<file path="config.mk">
export PLATFORM = sky130hd
export DESIGN_NAME = asmd_mult_arbiter
export DESIGN_NICKNAME = d
export VERILOG_FILES = /design/src/rtl/asmd_arb_pkg.sv /design/src/rtl/asmd_rr_picker.sv /design/src/rtl/asmd_mult_arbiter.sv
export SDC_FILE = /design/constraint.sdc
export NUM_CORES = 1
export LEC_CHECK = 0
export CAP_MARGIN = 20
export CORE_MARGIN = 3
export CORE_UTILIZATION = 25
export CTS_CLUSTER_DIAMETER = 100
export DETAILED_ROUTE_END_ITERATION = 6
export GPL_TIMING_DRIVEN = 0
export PLACE_DENSITY = 0.65
export RECOVER_POWER = 25
export SLEW_MARGIN = 30
export SYNTH_ARGS = -nofsm -noshare
export SYNTH_HDL_FRONTEND = slang
export SYNTH_SLANG_ARGS = --single-unit
</file>
<file path="constraint.sdc">
create_clock -name clk -period 2.8 [get_ports clk]
set_clock_uncertainty 0.2 [all_clocks]
set_input_delay 0.42 -clock clk [delete_from_list [all_inputs] [get_ports clk]]
set_output_delay 0.42 -clock clk [all_outputs]
set_load 0.02 [all_outputs]
</file>
<file path="src/rtl/asmd_arb_pkg.sv">
// Shared types and helpers for the round-robin multiplier arbiter.
package asmd_arb_pkg;

  typedef enum logic [2:0] {
    IDLE      = 3'd0,
    ISSUE     = 3'd1,
    WAIT_LOW  = 3'd2,
    WAIT_DONE = 3'd3,
    DONE      = 3'd4
  } arb_state_t;

  // Width needed to hold an index in 0..n-1 (n >= 2).
  function automatic int unsigned clog2(input int unsigned n);
    int unsigned r;
    r = 0;
    for (int unsigned i = 0; i < 32; i++) begin
      if ((32'd1 << i) < n) r = i + 1;
    end
    return r;
  endfunction

endpackage

</file>
<file path="src/rtl/asmd_rr_picker.sv">
// Combinational round-robin selector: first set request at or above rr_ptr, wrapping.
module asmd_rr_picker
  import asmd_arb_pkg::*;
#(
  parameter int NUM_REQ = 4,
  parameter int GW      = 2
) (
  input  logic [NUM_REQ-1:0] req,
  input  logic [GW-1:0]      rr_ptr,
  output logic               any_req,
  output logic [GW-1:0]      grant_idx
);

  localparam int unsigned N = NUM_REQ;

  // Scan NUM_REQ positions starting at rr_ptr; the first hit wins.
  always_comb begin
    int unsigned idx;
    idx       = 0;
    any_req   = 1'b0;
    grant_idx = '0;
    for (int unsigned k = 0; k < N; k++) begin
      idx = 32'(rr_ptr) + k;
      if (idx >= N) idx = idx - N;
      if (!any_req && req[idx[GW-1:0]]) begin
        any_req   = 1'b1;
        grant_idx = idx[GW-1:0];
      end
    end
  end

endmodule

</file>
<file path="src/rtl/asmd_mult_arbiter.sv">
// Round-robin arbiter sharing one asmd_multiplier among NUM_REQ requesters.
module asmd_mult_arbiter
  import asmd_arb_pkg::*;
#(
  parameter int NUM_REQ     = 4,
  parameter int word_length = 8
) (
  input  logic                           clk,
  input  logic                           reset,
  input  logic [NUM_REQ-1:0]             req,
  input  logic [NUM_REQ*word_length-1:0] req_word0,
  input  logic [NUM_REQ*word_length-1:0] req_word1,
  output logic [NUM_REQ-1:0]             ack,
  output logic [NUM_REQ-1:0]             done,
  output logic [2*word_length-1:0]       product_out,
  output logic                           busy,
  output logic [word_length-1:0]         mul_word0,
  output logic [word_length-1:0]         mul_word1,
  output logic                           mul_start,
  input  logic [2*word_length-1:0]       mul_product,
  input  logic                           mul_ready
);

  localparam int GW = clog2(NUM_REQ);

  arb_state_t               r_state;
  arb_state_t               w_state_nxt;
  logic [GW-1:0]            r_rr_ptr;
  logic [GW-1:0]            r_grant;
  logic [word_length-1:0]   r_word0;
  logic [word_length-1:0]   r_word1;
  logic [2*word_length-1:0] r_product;
  logic                     w_any_req;
  logic [GW-1:0]            w_grant_idx;
  logic                     w_take;

  asmd_rr_picker #(
    .NUM_REQ (NUM_REQ),
    .GW      (GW)
  ) u_picker (
    .req       (req),
    .rr_ptr    (r_rr_ptr),
    .any_req   (w_any_req),
    .grant_idx (w_grant_idx)
  );

  assign w_take = (r_state == IDLE) && w_any_req && mul_ready;

  // Next-state logic for the start/ready handshake sequence.
  always_comb begin
    w_state_nxt = r_state;
    case (r_state)
      IDLE:      if (w_take)     w_state_nxt = ISSUE;
      ISSUE:                     w_state_nxt = WAIT_LOW;
      WAIT_LOW:  if (!mul_ready) w_state_nxt = WAIT_DONE;
      WAIT_DONE: if (mul_ready)  w_state_nxt = DONE;
      DONE:                      w_state_nxt = IDLE;
      default:                   w_state_nxt = IDLE;
    endcase
  end

  // State register.
  always_ff @(posedge clk or negedge reset) begin
    if (!reset) r_state <= IDLE;
    else        r_state <= w_state_nxt;
  end

  // Grant/operand latch, product capture and round-robin pointer advance.
  always_ff @(posedge clk or negedge reset) begin
    if (!reset) begin
      r_grant   <= '0;
      r_rr_ptr  <= '0;
      r_word0   <= '0;
      r_word1   <= '0;
      r_product <= '0;
    end else begin
      if (w_take) begin
        r_grant <= w_grant_idx;
        r_word0 <= req_word0[w_grant_idx*word_length +: word_length];
        r_word1 <= req_word1[w_grant_idx*word_length +: word_length];
      end
      if (r_state == WAIT_DONE && mul_ready) r_product <= mul_product;
      if (r_state == DONE) begin
        r_rr_ptr <= (r_grant == GW'(NUM_REQ - 1)) ? '0 : r_grant + GW'(1);
      end
    end
  end

  // One-hot ack/done pulses decoded from the state register.
  always_comb begin
    ack  = '0;
    done = '0;
    if (r_state == ISSUE) ack[r_grant]  = 1'b1;
    if (r_state == DONE)  done[r_grant] = 1'b1;
  end

  assign mul_start   = (r_state == ISSUE);
  assign busy        = (r_state != IDLE);
  assign mul_word0   = r_word0;
  assign mul_word1   = r_word1;
  assign product_out = r_product;

endmodule

</file>
## After elaboration in Yosys (flattened, before gate mapping)

Cells that the tools add are included.

- $add $sub $neg: 8
- Order comparisons: 10
- Eq/ne operators: 8
- Shift operators: 2
- Multiplexer cells: 29
- Reduce and logical (&&, ||, !) cells: 13

Operators with widths:

| operator | number |
|---|---|
| 32-bit by 6-bit variable part select with 8-bit output | 2 |
| 2-bit two-way mux | 9 |
| 2-bit by 3-bit less-than comparator with 1-bit output (second input constant) | 5 |
| 3-bit one-hot mux with 4 select lines | 1 |
| 3-bit greater-or-equal comparator (second input constant) | 3 |
| 1-bit two-way mux | 9 |
| 3-bit two-way mux | 3 |
| 1-bit binary-select mux with 2-bit select | 4 |
| 4-bit two-way mux | 2 |
| 2-bit by 1-bit subtractor with 2-bit output (second input constant) | 4 |
| 1-bit logical AND | 7 |
| 2-bit by 2-bit adder with 3-bit output (second input constant) | 2 |
| 3-bit by 2-bit == test with 1-bit output (second input constant) | 2 |
| 2-bit != test (second input constant) | 3 |
| 2-bit by 1-bit adder with 3-bit output (second input constant) | 1 |
| 3-bit by 1-bit == test with 1-bit output (second input constant) | 1 |
| 3-bit == test (second input constant) | 1 |
| 2-bit by 3-bit greater-or-equal comparator with 1-bit output (second input constant) | 1 |
| 1-bit logical NOT | 3 |
| 3-bit logical NOT | 1 |
| 3-bit AND reduction | 1 |
| 3-bit nonzero test | 1 |
| 2-bit by 1-bit adder with 2-bit output (second input constant) | 1 |
| 1-bit demux with 2-bit select | 1 |
| other kinds (2) | 2 |

- Bits in registers: 39
- Input port bits: 87
- Logic and storage cells: 76

## Longest topological paths before layout

- Depth after elaboration: 18
- Gate-level depth with buffers: 7

## Cells and area by module

From an unflattened synthesis, not the netlist that was laid out.

- Cell total of the unflattened synthesis: 140
- Area total of the unflattened synthesis: 2133.3 µm²

By module, submodules not included:

| module | instances | cells each | area an instance (µm²) | seq. area each (µm²) |
|---|---|---|---|---|
| asmd_mult_arbiter | 1 | 125 | 2055.7 | 975.9 |
| asmd_rr_picker | 1 | 15 | 77.6 | 0.0 |

## Worst setup path after synthesis

OpenSTA, ideal clock, no wires.

- Path type: flip-flop to output port
- Start: register r_state[2]
- End: output ack[0]
- Arrival time: 1492 ps
- Data required time: 2180 ps
- Slack: 688 ps
- Cell stages (with the launch flop): 4
- Buffers on the path: 1
- Cell sequence: dfrtp_1 -> buf_6 -> nor3b_1 -> and2_1

- Cells in the longest elaborated chain, start to end: 2

RTL lines:

| element | line | source |
|---|---|---|
| start: declaration | asmd_mult_arbiter.sv:26 | `arb_state_t r_state;` |
| start signal: assignment | asmd_mult_arbiter.sv:65 | `else r_state <= w_state_nxt;` |
| 3-bit by 1-bit == test with 1-bit output | n/a |  |
| via mul_start | asmd_mult_arbiter.sv:19 | `output logic mul_start,` |
| 4-bit two-way mux | asmd_mult_arbiter.sv:93 | `if (r_state == ISSUE) ack[r_grant] = 1'b1;` |
| end: declaration | asmd_mult_arbiter.sv:13 | `output logic [NUM_REQ-1:0] ack,` |

The timed path passes the listed nets, and every way through them passes these cells.

## Worst setup path after layout

- Start: register r_state[2]
- End: output ack[1]

- Cells in the longest elaborated chain, start to end: 2

RTL lines:

| element | line |
|---|---|
| 3-bit by 1-bit == test with 1-bit output | asmd_mult_arbiter.sv:93 |
| 4-bit two-way mux | asmd_mult_arbiter.sv:93 |

No other way between the ends.

==> run metrics <==
Via density=4.470; syn nets=301; CTS tree=built; CP Cell Sequence=buf_6 > nor3b_1 > and2_1 > clkdlybuf4s50_1; pwr dens=854.3 nW/um^2; diode count=0; final hold viol count=0; starting density of the core=25.91%; initial DRC count=38; distinct cell type count after synthesis=35; status=finished clean; max_slew headroom=39.07%; Reg2Reg Launch Point=r_rr_ptr[0]; Synth area leaders=dfrtp_1 (46%), mux2i_1 (15%), nand2_1 (12%), o221ai_2 (6.3%), o221ai_1 (2.9%); area leader, netlist=dfrtp_1; routing usage on met2=23.24%; endpoints failing setup=0; post-route ant nets=0; worst min path class=reg -> reg; Setup Crit Path Kind=reg -> out; first-pass GRT wire length=10.44 mm; worst vdd ir=322.8 uV; Detailed Routing Iterations Pass 1=4; # Post-CTS Setup Buffers=0; clk sink count=39; Final nets=438; WL final=6.312 mm; Max Slew Vio Count=0; RSZ-0062 raised after global routing=false; chip height=98.51 um; IO buf count=128; clock root buffer=clkbuf_8; CP Max Fanout=10; syn_area_per_cell=10.19 um^2; ratio of final minimum period to clock period=92.99%; largest net degree at the start of global routing=24; number of synthesized flops with an enable pin=0; initial antenna violation count=0; vias in the first global route=2174; Avg WL per Cell=13.93 um; grt ovf=0; synthesized instance count=210; hold depth=2; Period minus WS final=2.604 ns; top cell type's share of synthesized area=45.61%; met1 Use GR=15.45%; Inserted Clock Buffers=5; vias post-DR=2025; critical path depth in cells=4; P_sw=1222 uW; Skew-Pair Late Insertion Delay=0.28 ns; CP startpoint=r_state[2]; Syn. warnings=0; slowest CP cell=clkdlybuf4s50_1; Final Util=44.33%; Die X-Extent=98.51 um; Clock Path Buffers=2; Seq cells post-synth=39; Pleak=0.001702 uW; sequential-to-total area share from yosys stat=45.61%; CTS HTree Levels=2; most frequent cells in the layout=clkdlybuf4s50_1 (127), nand2_1 (69), dfrtp_1 (39), mux2i_1 (32), o221ai_2 (9); Primary FF master, synth=dfrtp_1; sw frac=39.08%; total global-route track usage=13.07%; Worst Reg2Reg Path Length in Cells=5; DP HPWL=5.111 mm; Startpoint Class=flip-flop; max cap viols=0; Area growth, synth to finish=71.11%; CP arrival=1.98 ns; total die area=9704 um^2; IO Count=129; crit end category=output pin; HP Start=product_out[4]; layout cells sized above 1=8.908%; Clock transition at path regs=0.07 ns; setup TNS=0 ns; # fillers=813; Worst-Margin Slew=0.9139 ns; met3 Resource Use GR=4.105%; crit path buf inv count=2; core area=8258 um^2; Rows=33; Gate power share=55.6%; DRC=0; critical path data required time=2.18 ns; share of flip-flops with an asynchronous set or reset=100.0%; Final GP Congestion=0.7226; commonest non-fill, non-tap cell in the layout=clkdlybuf4s50_1; Cell Int Power=1905 uW; CP max stage delay=0.60 ns; CP delay by family, top=buffers and inverters; power share of the clock group=13.3%; register share of total power=31.0%; most used routing layer=met2; Max Freq=384.1 MHz; Netlist Area Pre-Place=2140 um^2
==> final timing paths <==
check,endpoint,slack [ns]
worst max-delay path,ack[1],0.20
worst min-delay path,product_out[4],0.27
worst max register to register,mul_word1[7],0.70
worst min register to register,product_out[4],0.27
max in group asynchronous,product_out[2],0.69
min in group asynchronous,mul_word1[5],0.58
==> logic make-up after synthesis <==
family,count (synthesis),synth area share (%)
adders and majority gates,4,2.339
DFF,39,45.61
AOI/OAI and AO/OA,25,12.51
muxes,33,15.50
buffers and inverters,17,4.911
and+or+nand+nor,92,19.12
==> power by group through the flow <==
stage               Clock [uW]  Combinational, uW  Sequential [uW]
floorplan                    0                730             1220
global placement             0               1750              977
detailed placement           0               1780              979
CTS                        434               1780              974
global route               463               1900             1010
finish                     417               1740              971
==> timing repair <==
item,4_1_cts,5_1_grt
resized for setup,0,0
hold buffers,1,0
hold endpoints to repair,16,0
==> worst register-to-register path, stage by stage (launching register included) <==
cell      delay [ns]
dfrtp_1         0.41
o221a_2         0.24
o22ai_2         0.31
buf_2           0.38
mux2i_1         0.31
o221ai_2        0.13
==> metal layers <==
metal | vias up | share of wire [%] | wire length, um
met4 | 0 | 0.92 | 58
met1 | 962 | 41 | 2583
met2 | 57 | 52 | 3261
li1 | 1001 | - | -
met3 | 5 | 6.5 | 408
met5 | - | 0 | 0
==> through the flow <==
stage	area [um^2]	setup WS [ns]	hold slack (ns)	cells	total power, uW
floorplan	2140	0.6880	-0.07559	210	1953
global placement	3552	0.05219	0.2624	443	2724
detailed placement	3567	0.01962	0.1843	444	2756
CTS	3677	0.2042	0.2820	453	3188
global route	3661	0.1195	0.2934	453	3367
finish	3661	0.1964	0.2734	453	3127
==> final cells by class <==
cell class              count  area [um^2]  area share (%)
flip-flops and latches     39        975.9           26.66
multi-input cells         154         1059           28.91
well taps                 105        131.4           3.589
plain buffers              12        86.33           2.358
repair buffers            130         1290           35.24
inverters                   5        18.77          0.5126
clock buffers               8        100.1           2.734
==> synthesized netlist by cell type, types with 3 or more instances <==
master and n:
nor2b_1 3, ha_1 4, nor2_1 3, nand2_1 69
dfrtp_1 39, o221ai_1 7, inv_1 4, buf_4 3
and3_1 5, mux2i_1 32, o221ai_2 9, and2_1 4
==> state kept, by name, indices dropped and copies added, names as in the netlist <==
signal and cells:
r_rr_ptr 2, mul_word1 8, r_grant 2, product_out 16, r_state 3, mul_word0 8
Power figures use the tool's default switching activity.
